`src/rtl/time_set_ctrl.sv`:
```
// time_set_ctrl: debounces the Mode/Inc keys and sequences the clock's
// time-setting mode (RUN -> SET_MIN -> SET_HOUR -> SET_WEEK -> RUN), issuing
// single-cycle adjust pulses with auto-repeat plus blink and seconds-hold controls.
module time_set_ctrl #(
    parameter int DB_CYCLES      = 1_000_000,
    parameter int HOLD_CYCLES    = 25_000_000,
    parameter int RPT_CYCLES     = 5_000_000,
    parameter int TIMEOUT_CYCLES = 500_000_000,
    parameter int BLINK_CYCLES   = 12_500_000
) (
    input  logic       CLK,
    input  logic       RST,
    input  logic       KeyMode_n,
    input  logic       KeyInc_n,
    output logic       AdjtMin,
    output logic       AdjtHour,
    output logic       AdjtWeek,
    output logic [1:0] SetMode,
    output logic       Blink,
    output logic       SecHold
);

    localparam int DB_W    = $clog2(DB_CYCLES) + 1;
    localparam int HOLD_W  = $clog2(HOLD_CYCLES) + 1;
    localparam int RPT_W   = $clog2(RPT_CYCLES) + 1;
    localparam int TO_W    = $clog2(TIMEOUT_CYCLES) + 1;
    localparam int BLINK_W = $clog2(BLINK_CYCLES) + 1;

    localparam logic [DB_W-1:0]    DB_LAST    = DB_W'(DB_CYCLES - 1);
    localparam logic [DB_W-1:0]    DB_ONE     = DB_W'(1);
    localparam logic [HOLD_W-1:0]  HOLD_MAX   = HOLD_W'(HOLD_CYCLES);
    localparam logic [HOLD_W-1:0]  HOLD_ONE   = HOLD_W'(1);
    localparam logic [RPT_W-1:0]   RPT_LAST   = RPT_W'(RPT_CYCLES - 1);
    localparam logic [RPT_W-1:0]   RPT_ONE    = RPT_W'(1);
    localparam logic [TO_W-1:0]    TO_MAX     = TO_W'(TIMEOUT_CYCLES);
    localparam logic [TO_W-1:0]    TO_ONE     = TO_W'(1);
    localparam logic [BLINK_W-1:0] BLINK_LAST = BLINK_W'(BLINK_CYCLES - 1);
    localparam logic [BLINK_W-1:0] BLINK_ONE  = BLINK_W'(1);

    // Key vector index: bit 0 = Mode, bit 1 = Inc.
    localparam int K_MODE = 0;
    localparam int K_INC  = 1;

    typedef enum logic [1:0] {
        ST_RUN  = 2'd0,
        ST_MIN  = 2'd1,
        ST_HOUR = 2'd2,
        ST_WEEK = 2'd3
    } state_t;

    logic [1:0]            sync1_q, sync1_d;
    logic [1:0]            sync2_q, sync2_d;
    logic [1:0]            deb_q, deb_d;
    logic [1:0]            deb_prev_q, deb_prev_d;
    logic [1:0]            armed_q, armed_d;
    logic [1:0]            press_q, press_d;
    logic [1:0][DB_W-1:0]  db_cnt_q, db_cnt_d;

    state_t                state_q, state_d;
    logic [HOLD_W-1:0]     hold_cnt_q, hold_cnt_d;
    logic [RPT_W-1:0]      rpt_cnt_q, rpt_cnt_d;
    logic [TO_W-1:0]       to_cnt_q, to_cnt_d;
    logic [BLINK_W-1:0]    blink_cnt_q, blink_cnt_d;
    logic                  blink_q, blink_d;
    logic                  adjt_min_q, adjt_min_d;
    logic                  adjt_hour_q, adjt_hour_d;
    logic                  adjt_week_q, adjt_week_d;
    logic                  sechold_q, sechold_d;

    logic                  inc_evt_s;
    logic                  stay_set_s;
    logic                  rpt_fire_s;
    logic                  adjt_s;

    function automatic state_t next_mode(input state_t s);
        case (s)
            ST_RUN:  next_mode = ST_MIN;
            ST_MIN:  next_mode = ST_HOUR;
            ST_HOUR: next_mode = ST_WEEK;
            ST_WEEK: next_mode = ST_RUN;
            default: next_mode = ST_RUN;
        endcase
    endfunction

    // Synchronize, debounce and edge-detect both keys.
    // Synchronizers leave reset at 0 and a key only becomes "armed" once a real
    // released level has been seen, so a key held through reset gives no press.
    always_comb begin
        sync1_d    = {KeyInc_n, KeyMode_n};
        sync2_d    = sync1_q;
        deb_prev_d = deb_q;
        deb_d      = deb_q;
        db_cnt_d   = db_cnt_q;
        armed_d    = armed_q;
        press_d    = 2'b00;
        for (int k = 0; k < 2; k++) begin
            if (sync2_q[k] != deb_q[k]) begin
                if (db_cnt_q[k] == DB_LAST) begin
                    deb_d[k]    = sync2_q[k];
                    db_cnt_d[k] = '0;
                end else begin
                    db_cnt_d[k] = db_cnt_q[k] + DB_ONE;
                end
            end else begin
                db_cnt_d[k] = '0;
            end
            armed_d[k] = armed_q[k] | (sync2_q[k] & deb_q[k]);
            press_d[k] = deb_prev_q[k] & ~deb_q[k] & armed_q[k];
        end
    end

    // Mode FSM next state, timeout, auto-repeat, adjust pulses and blink.
    always_comb begin
        inc_evt_s = press_q[K_INC] & ~press_q[K_MODE] & (state_q != ST_RUN);

        if (press_q[K_MODE]) begin
            state_d = next_mode(state_q);
        end else if ((state_q != ST_RUN) && (to_cnt_q == TO_MAX)) begin
            state_d = ST_RUN;
        end else begin
            state_d = state_q;
        end

        // True only while remaining in the same SET state this cycle.
        stay_set_s = (state_d == state_q) && (state_q != ST_RUN);

        // Inactivity timeout: only press events restart it, never a held key.
        if (!stay_set_s || (press_q != 2'b00)) begin
            to_cnt_d = '0;
        end else if (to_cnt_q != TO_MAX) begin
            to_cnt_d = to_cnt_q + TO_ONE;
        end else begin
            to_cnt_d = to_cnt_q;
        end

        // Auto-repeat: hold counter saturates at HOLD, then the repeat counter
        // fires on every wrap through zero.
        hold_cnt_d = hold_cnt_q;
        rpt_cnt_d  = rpt_cnt_q;
        rpt_fire_s = 1'b0;
        if (!stay_set_s || deb_q[K_INC]) begin
            hold_cnt_d = '0;
            rpt_cnt_d  = '0;
        end else if (inc_evt_s) begin
            hold_cnt_d = HOLD_ONE;
            rpt_cnt_d  = '0;
        end else if (hold_cnt_q == HOLD_MAX) begin
            rpt_fire_s = (rpt_cnt_q == '0);
            rpt_cnt_d  = (rpt_cnt_q == RPT_LAST) ? '0 : (rpt_cnt_q + RPT_ONE);
        end else if (hold_cnt_q != '0) begin
            hold_cnt_d = hold_cnt_q + HOLD_ONE;
        end else begin
            hold_cnt_d = hold_cnt_q;
        end

        adjt_s      = (inc_evt_s | rpt_fire_s) & stay_set_s;
        adjt_min_d  = 1'b0;
        adjt_hour_d = 1'b0;
        adjt_week_d = 1'b0;
        case (state_q)
            ST_MIN:  adjt_min_d  = adjt_s;
            ST_HOUR: adjt_hour_d = adjt_s;
            ST_WEEK: adjt_week_d = adjt_s;
            default: begin
                adjt_min_d  = 1'b0;
                adjt_hour_d = 1'b0;
                adjt_week_d = 1'b0;
            end
        endcase

        // Blink restarts low on any state change or edit so the field shows.
        if (!stay_set_s || adjt_s) begin
            blink_d     = 1'b0;
            blink_cnt_d = '0;
        end else if (blink_cnt_q == BLINK_LAST) begin
            blink_d     = ~blink_q;
            blink_cnt_d = '0;
        end else begin
            blink_d     = blink_q;
            blink_cnt_d = blink_cnt_q + BLINK_ONE;
        end

        sechold_d = (state_d != ST_RUN);
    end

    // State and pipeline registers with synchronous reset.
    always_ff @(posedge CLK) begin
        if (RST) begin
            sync1_q     <= 2'b00;
            sync2_q     <= 2'b00;
            deb_q       <= 2'b11;
            deb_prev_q  <= 2'b11;
            armed_q     <= 2'b00;
            press_q     <= 2'b00;
            db_cnt_q    <= '0;
            state_q     <= ST_RUN;
            hold_cnt_q  <= '0;
            rpt_cnt_q   <= '0;
            to_cnt_q    <= '0;
            blink_cnt_q <= '0;
            blink_q     <= 1'b0;
            adjt_min_q  <= 1'b0;
            adjt_hour_q <= 1'b0;
            adjt_week_q <= 1'b0;
            sechold_q   <= 1'b0;
        end else begin
            sync1_q     <= sync1_d;
            sync2_q     <= sync2_d;
            deb_q       <= deb_d;
            deb_prev_q  <= deb_prev_d;
            armed_q     <= armed_d;
            press_q     <= press_d;
            db_cnt_q    <= db_cnt_d;
            state_q     <= state_d;
            hold_cnt_q  <= hold_cnt_d;
            rpt_cnt_q   <= rpt_cnt_d;
            to_cnt_q    <= to_cnt_d;
            blink_cnt_q <= blink_cnt_d;
            blink_q     <= blink_d;
            adjt_min_q  <= adjt_min_d;
            adjt_hour_q <= adjt_hour_d;
            adjt_week_q <= adjt_week_d;
            sechold_q   <= sechold_d;
        end
    end

    assign AdjtMin  = adjt_min_q;
    assign AdjtHour = adjt_hour_q;
    assign AdjtWeek = adjt_week_q;
    assign SetMode  = state_q;
    assign Blink    = blink_q;
    assign SecHold  = sechold_q;

endmodule

```
`config.mk`:
```
export PLATFORM = sky130hd
export DESIGN_NAME = time_set_ctrl
export DESIGN_NICKNAME = d
export VERILOG_FILES = /design/src/rtl/time_set_ctrl.sv
export SDC_FILE = /design/constraint.sdc
export NUM_CORES = 1
export LEC_CHECK = 0
export ABC_AREA = 1
export BUFFER_PORTS_ARGS = -buffer_cell sky130_fd_sc_hd__buf_2
export CAP_MARGIN = 20
export CORE_ASPECT_RATIO = 0.75
export CORE_UTILIZATION = 63
export CTS_BUF_LIST = sky130_fd_sc_hd__clkbuf_16
export CTS_CLUSTER_DIAMETER = 40
export CTS_CLUSTER_SIZE = 28
export DETAILED_ROUTE_END_ITERATION = 10
export PLACE_DENSITY = 0.87
export RECOVER_POWER = 100
export SYNTH_ARGS = -nofsm -noshare
export SYNTH_HDL_FRONTEND = slang
export SYNTH_SLANG_ARGS = --single-unit
```
`constraint.sdc`:
```
create_clock -name CLK -period 3.3 [get_ports CLK]
set_input_delay 0.33 -clock CLK [delete_from_list [all_inputs] [get_ports CLK]]
set_output_delay 0.33 -clock CLK [all_outputs]
set_load 0.005 [all_outputs]
```
==> results of run 1 <==
==> flip-flops by register name, indices dropped and copies added, names as in the netlist <==
| name | count |
|---|---|
| sync2_q | 2 |
| deb_prev_q | 2 |
| rpt_cnt_q | 24 |
| hold_cnt_q | 26 |
| SetMode | 2 |
| blink_cnt_q | 25 |
| SecHold | 1 |
| sync1_q | 2 |
| db_cnt_q | 42 |
| AdjtMin | 1 |
| to_cnt_q | 30 |
| press_q | 2 |
| deb_prev_d | 2 |
| AdjtHour | 1 |
| armed_q | 2 |
| AdjtWeek | 1 |
| Blink | 1 |
==> tightest hold or removal path, delay by kind of cell <==
family | cells | cell delay, ns
simple gates | 1 | 0.06
buf+inv | 2 | 0.11
==> cell type report <==
type	count	area, um2
clock buffer	17	425
clock inverter	15	195
fill	1039	3840
inverter	156	586
multi-input combinational	850	4410
sequential	166	3320
tap	171	214
timing repair buffer	13	63.8
==> layout by cell type (no fill, tap or decap), types with 4 or more instances in the layout <==
| master | n |
|---|---|
| a21oi_1 | 67 |
| clkbuf_1 | 7 |
| clkbuf_16 | 17 |
| dfxtp_1 | 166 |
| ha_1 | 16 |
| inv_1 | 154 |
| inv_6 | 4 |
| nand2_1 | 222 |
| nand3_1 | 70 |
| nand3_2 | 5 |
| nand3b_1 | 11 |
| nand4_1 | 38 |
| nor2_1 | 203 |
| nor2_2 | 5 |
| nor3_1 | 57 |
| nor3b_1 | 10 |
| nor4_1 | 23 |
| o21ai_0 | 7 |
| or2_2 | 10 |
| xnor2_1 | 20 |
| xor2_1 | 55 |
==> metal layers <==
layer,track usage,vias to the layer above,wire length (um),share of wire
met1,0.380,3455,9030,0.49
met2,0.419,216,8070,0.44
met4,0.0966,0,229,0.013
li1,-,3869,-,-
met3,0.0585,24,986,0.054
met5,0,-,0,0
==> Yosys cell counts <==
master	count	area [um2]
nand2_1	222	833
nor2_1	202	758
dfxtp_1	166	3320
inv_1	153	574
nand3_1	70	350
a21oi_1	67	335
nor3_1	57	285
xor2_1	55	482
nand4_1	38	238
nor4_1	23	144
xnor2_1	20	175
ha_1	16	200
clkbuf_1	14	52.6
nand3b_1	11	82.6
nor3b_1	10	75.1
or2_2	10	62.6
buf_2	8	40.0
o21ai_0	7	35.0
nand3_2	5	50.1
nor2_2	5	31.3
buf_6	4	45.0
and3_1	3	18.8
nor3_2	3	30.0
o21a_1	3	22.5
or2_0	3	18.8
inv_2	2	7.51
nand2b_1	2	12.5
nand4_2	2	25.0
nor2_4	2	22.5
nor3_4	2	32.5
o211ai_1	2	15.0
o21bai_1	2	15.0
a31o_2	1	8.76
a31oi_1	1	6.26
clkinv_1	1	3.75
nand2_2	1	6.26
nand4_4	1	21.3
nor4b_1	1	8.76
o22ai_1	1	6.26
o31ai_1	1	7.51
or3_1	1	6.26
==> worst max-delay path by stage <==
stage,start,to,slack [ns],cells after the start
global placement,SetMode[0],rpt_cnt_q[11],1.12,10
finish,SetMode[1],blink_cnt_q[16],0.72,9
detailed placement,SetMode[1],hold_cnt_q[1],0.95,10
global route,SetMode[1],rpt_cnt_q[18],0.50,10
CTS,SetMode[1],hold_cnt_q[1],0.94,10
floorplan,SetMode[0],hold_cnt_q[9],1.34,11
==> power breakdown <==
part	internal [mW]	switching [mW]	total (mW)
Combinational	0.0103	0.0225	0.0328
Clock	1.21	0.888	2.10
Sequential	2.01	0.00508	2.02
==> cells by family (layout without fill, tap and decap cells) <==
kind of cell	count (synthesis)	count (layout)	synth area share
compound gates	85	85	0.0533
flops	166	166	0.392
buf+inv	182	201	0.0854
simple gates	674	674	0.368
xor+xnor	75	75	0.0776
fa+ha+maj	16	16	0.0236
==> metrics, run 1 <==
outcome=finished, final reports clean; largest net degree at the start of global routing=50; num rows=36; Max rail drop VDD=0.000420 V; initial antenna violation count=0; worst r2r path cells=9; initial core utilization=0.648; slowest CP cell=dfxtp_1; CP Data Arrival Time=2.93 ns; CTS Hold Bufs=0; wire per inst=roughly 13 um; DR vias=7564; highest clock rate=approximately 390 MHz; hold path start=KeyInc_n; CP top delay family=simple AND/OR/NAND/NOR gates; Post-Syn Instances=between 1000 and 1500; number of diodes=0; reg2reg setup slack=0.72 ns; vias per cell=5.45; non-filler cells, final=1388; critical path startpoint category=register; YS warnings=0; Static Leak=between 3 and 4 nW; min Tclk post-route=between 2 and 3 ns; die width=136 um; Slew Limit Fails=0; CTS HTree Levels=4; Area growth, synth to finish=8.89%; syn_area_per_cell=7.07 um2; core area=between 10000 and 15000 um2; final hold vios=0; die area=13900 um2; Die H=102 um; CP Capture Type=register; Max FO, Critical Path=25; final routed DRC violation total=0; # Post-CTS Setup Buffers=0; pre-CTS setup slack=0.953 ns; CP cell instances=inv_1 -> ha_1 -> o21ai_0 -> o22ai_1 -> nor2_1 -> nand3_2 -> nor2_1 -> nand4_4 -> nor2_1; routed wire length=18300 um; sequential area share after synthesis=0.392; Initial DRC Count=617; syn_nets=1218; cts bufs inserted=17; FF-to-FF End=blink_cnt_q[16]; Most common cell on crit path=nor2_1; number of global-route vias before repair=6714; Setup Viol. Count Final=0; Hold Path Sink=sync1_q[1]; synth unique cells=41; GRT overflow=0; layout cells sized above 1=0.0567; dpl cell area=8620 um2; post-CTS resize count=0; hold slack=0.111 ns; IO buf count=10; worst slew pin tran=0.820 ns; slowest stage delay, CP=0.45 ns; clk sink count=around 170; critical path required time=3.66 ns; post-route ant nets=0; CP Buf/Inv Count=1; Clk pin slew, worst setup/hold paths=0.07 ns; headroom to the max-slew limit=0.451; nets@finish=1224; worst-skew pair later-pin latency=0.43 ns; worst hold path depth=3; worst clock skew=0.0113 ns; fin crit share=0.781; CTS tree=yes; hpwl dp=12500 um; Placer Congestion=between 0.9 and 1; Pwr Total=4.15 mW; Longest Clk Path Bufs=2; first-pass GRT wire length=30400 um; Root Buffer=clkbuf_16; Total Neg Setup Slack=0 ns; PnR worst setup slack=around 0.72 ns; Worst Hold Class=primary input to register; Detailed Routing Iterations Pass 1=5; # IOs=11; Finished Core Util=0.706; power per cell area=450 nW/um2; Post-Layout Inst Area=9220 um2; Netlist Area Pre-Place=8470 um2; Tot GR Track Use=0.273; critical path type=register to register; Seq cells post-synth=between 150 and 200; max_cap viols=0; RSZ-0062 raised after global routing=no; Placed Cells=1356; r2r startpoint=SetMode[1]
(Power assumes the default switching activity.)
==> run 2: changes to the inputs <==
CORE_UTILIZATION = 57   (was 63)
PLACE_DENSITY = 0.83   (was 0.87)
clock period = 2.28 ns   (was 3.3 ns; I/O delays follow)
==> run 2 against run 1 <==
  * Final area grew 1.4%
  * Non-clock buffer count grew 10
  * Cell count grew 2.8%
  * Wire length down 2.7%
  * Die area grew 10%
  * Via count shrank 1.8%
==> metrics, run 2 (synthesis gave the netlist of run 1 again) <==
outcome=finished, final reports clean; worst clock skew=0.0132 ns (+0.00188 ns); layout cells sized above 1=0.0725 (+0.0158); min Tclk post-route=2.09 ns (-0.483 ns); reg2reg setup slack=0.19 ns (-0.54 ns); FF-to-FF End=rpt_cnt_q[6]; routed wire length=17800 um (-2.7%); nets@finish=1235 (+0.90%); Top reg by flops=db_cnt_q; core area=14500 um2 (+11%); critical path required time=2.64 ns (-1.02 ns); pre-CTS setup slack=0.0382 ns (-0.915 ns); IO buf count=10 (unchanged); clk sink count=166 (unchanged); number of diodes=0 (unchanged); Crit. Startpoint=SetMode[0]; CTS tree=yes; Root Buffer=clkbuf_16; Area growth, synth to finish=10.4%; critical path type=register to register; Finished Core Util=0.645 (-0.0610); Placed Cells=1393 (+2.7%); headroom to the max-slew limit=0.590 (+0.139); Clk pin slew, worst setup/hold paths=0.06 ns (about the same); hold slack=0.0213 ns (-0.0894 ns); max_cap viols=0 (unchanged); Placer Congestion=0.922 (-2.2%); # IOs=11 (unchanged); largest net degree at the start of global routing=50 (unchanged); Most common cell on crit path=nand3_2; power per cell area=618 nW/um2 (+37%); most frequent cells in the layout=nand2_1, nor2_1, dfxtp_1, inv_1, nand3_1; commonest non-fill, non-tap cell in the layout=nand2_1; slowest CP cell=dfxtp_2; biggest regs=db_cnt_q (42), to_cnt_q (30), hold_cnt_q (26); worst-skew pair later-pin latency=0.43 ns (about the same); Largest register FFs=42 (unchanged); Die H=108 um (+5.0%); die width=143 um (+5.1%); r2r startpoint=SetMode[0]; CTS HTree Levels=4 (unchanged); worst r2r path cells=10 (+1); wire per inst=12.5 um (-5.4%); worst slew pin tran=0.615 ns (-0.206 ns); fin crit share=0.919 (+0.138); worst hold path depth=3 (unchanged); GRT overflow=0 (unchanged); cts bufs inserted=17 (unchanged); initial core utilization=0.584 (-0.0643); non-filler cells, final=1427 (+2.8%); PnR worst setup slack=0.185 ns (-0.537 ns); first-pass GRT wire length=30500 um (+0.41%); Max FO, Critical Path=49 (+96%); Worst Hold Class=primary input to register; initial antenna violation count=0 (unchanged); highest clock rate=477 MHz (+23%); vias per cell=5.20 (-4.5%); hpwl dp=12400 um (-0.90%); final hold vios=0 (unchanged); Initial DRC Count=641 (+3.9%); Detailed Routing Iterations Pass 1=6 (+1); Static Leak=3.19 nW (+2.0%); DR vias=7426 (-1.8%); Setup Viol. Count Final=0 (unchanged); Tot GR Track Use=0.248 (-0.0257); critical path startpoint category=register; post-route ant nets=0 (unchanged); Max rail drop VDD=0.000612 V (+46%); slowest stage delay, CP=0.39 ns (-0.06 ns); Total Neg Setup Slack=0 ns (unchanged); Worst setup endpoint=rpt_cnt_q[6]; Slew Limit Fails=0 (unchanged); num rows=38 (+5.6%); die area=15400 um2 (+10%); Longest Clk Path Bufs=2 (unchanged); CP Data Arrival Time=2.45 ns (-0.48 ns); number of global-route vias before repair=6830 (+1.7%); CP cell instances=inv_1 -> ha_1 -> o21ai_1 -> o22ai_1 -> nor2_1 -> nand3_2 -> nor2_4 -> nand3_2 -> buf_12 -> a21oi_1; final routed DRC violation total=0 (unchanged); CP Capture Type=register
[run 2: where the power goes]
group	switching, mW	leakage, nW	internal (mW)	total [mW]
clock	1.20	0.282	1.62	2.81
sequential	0.00742	1.34	2.91	2.92
combinational	0.0322	1.57	0.0171	0.0492
[run 2: metrics by stage]
step                      power (mW)  area (um2)
after global placement          3.03        8740
after detailed placement        3.04        8740
after CTS                       5.84        9340
final                           5.78        9350
after floorplan                 3.02        8470
after global routing            5.96        9350
[run 2: area by class of cell]
class	count	area [um2]
clock inverter	14	150
multi-input combinational	851	4460
inverter	156	586
clock buffer	17	425
tap	200	250
sequential	166	3330
timing repair buffer	23	153
fill	1206	5150
[run 2: worst max-delay path, delay by kind of cell, from the launching register on]
| family | cells | cell delay (ns) |
|---|---|---|
| simple gates | 4 | 0.64 |
| fa+ha+maj | 1 | 0.22 |
| flops | 1 | 0.39 |
| buf+inv | 2 | 0.30 |
| compound gates | 3 | 0.44 |
[run 2: worst min-delay path by stage]
stage | start | to | slack [ns]
after global placement | sync1_q[0] | sync2_q[0] | 0.39
final | KeyInc_n | sync1_q[1] | 0.02
after detailed placement | sync1_q[1] | sync2_q[1] | 0.40
after CTS | KeyInc_n | sync1_q[1] | 0.02
after global routing | KeyInc_n | sync1_q[1] | 0.03
after floorplan | KeyMode_n | sync1_q[0] | 0.33
[run 2: routing by layer]
metal,up-vias,share of wire,wire [um],track usage
met4,0,0.014,252,0.0783
met1,3326,0.49,8730,0.335
met5,-,0,0,0
li1,3896,-,-,-
met2,180,0.44,7910,0.386
met3,24,0.051,917,0.0627
[run 2: what timing repair did]
action | in CTS | in global routing
hold endpoints to repair | 1 | 0
pin swaps | 0 | 1
gates cloned | 1 | 0
hold buffers | 1 | 0
resized for setup | 0 | 11
setup buffers | 0 | 1
setup endpoints to repair | 1 | 105
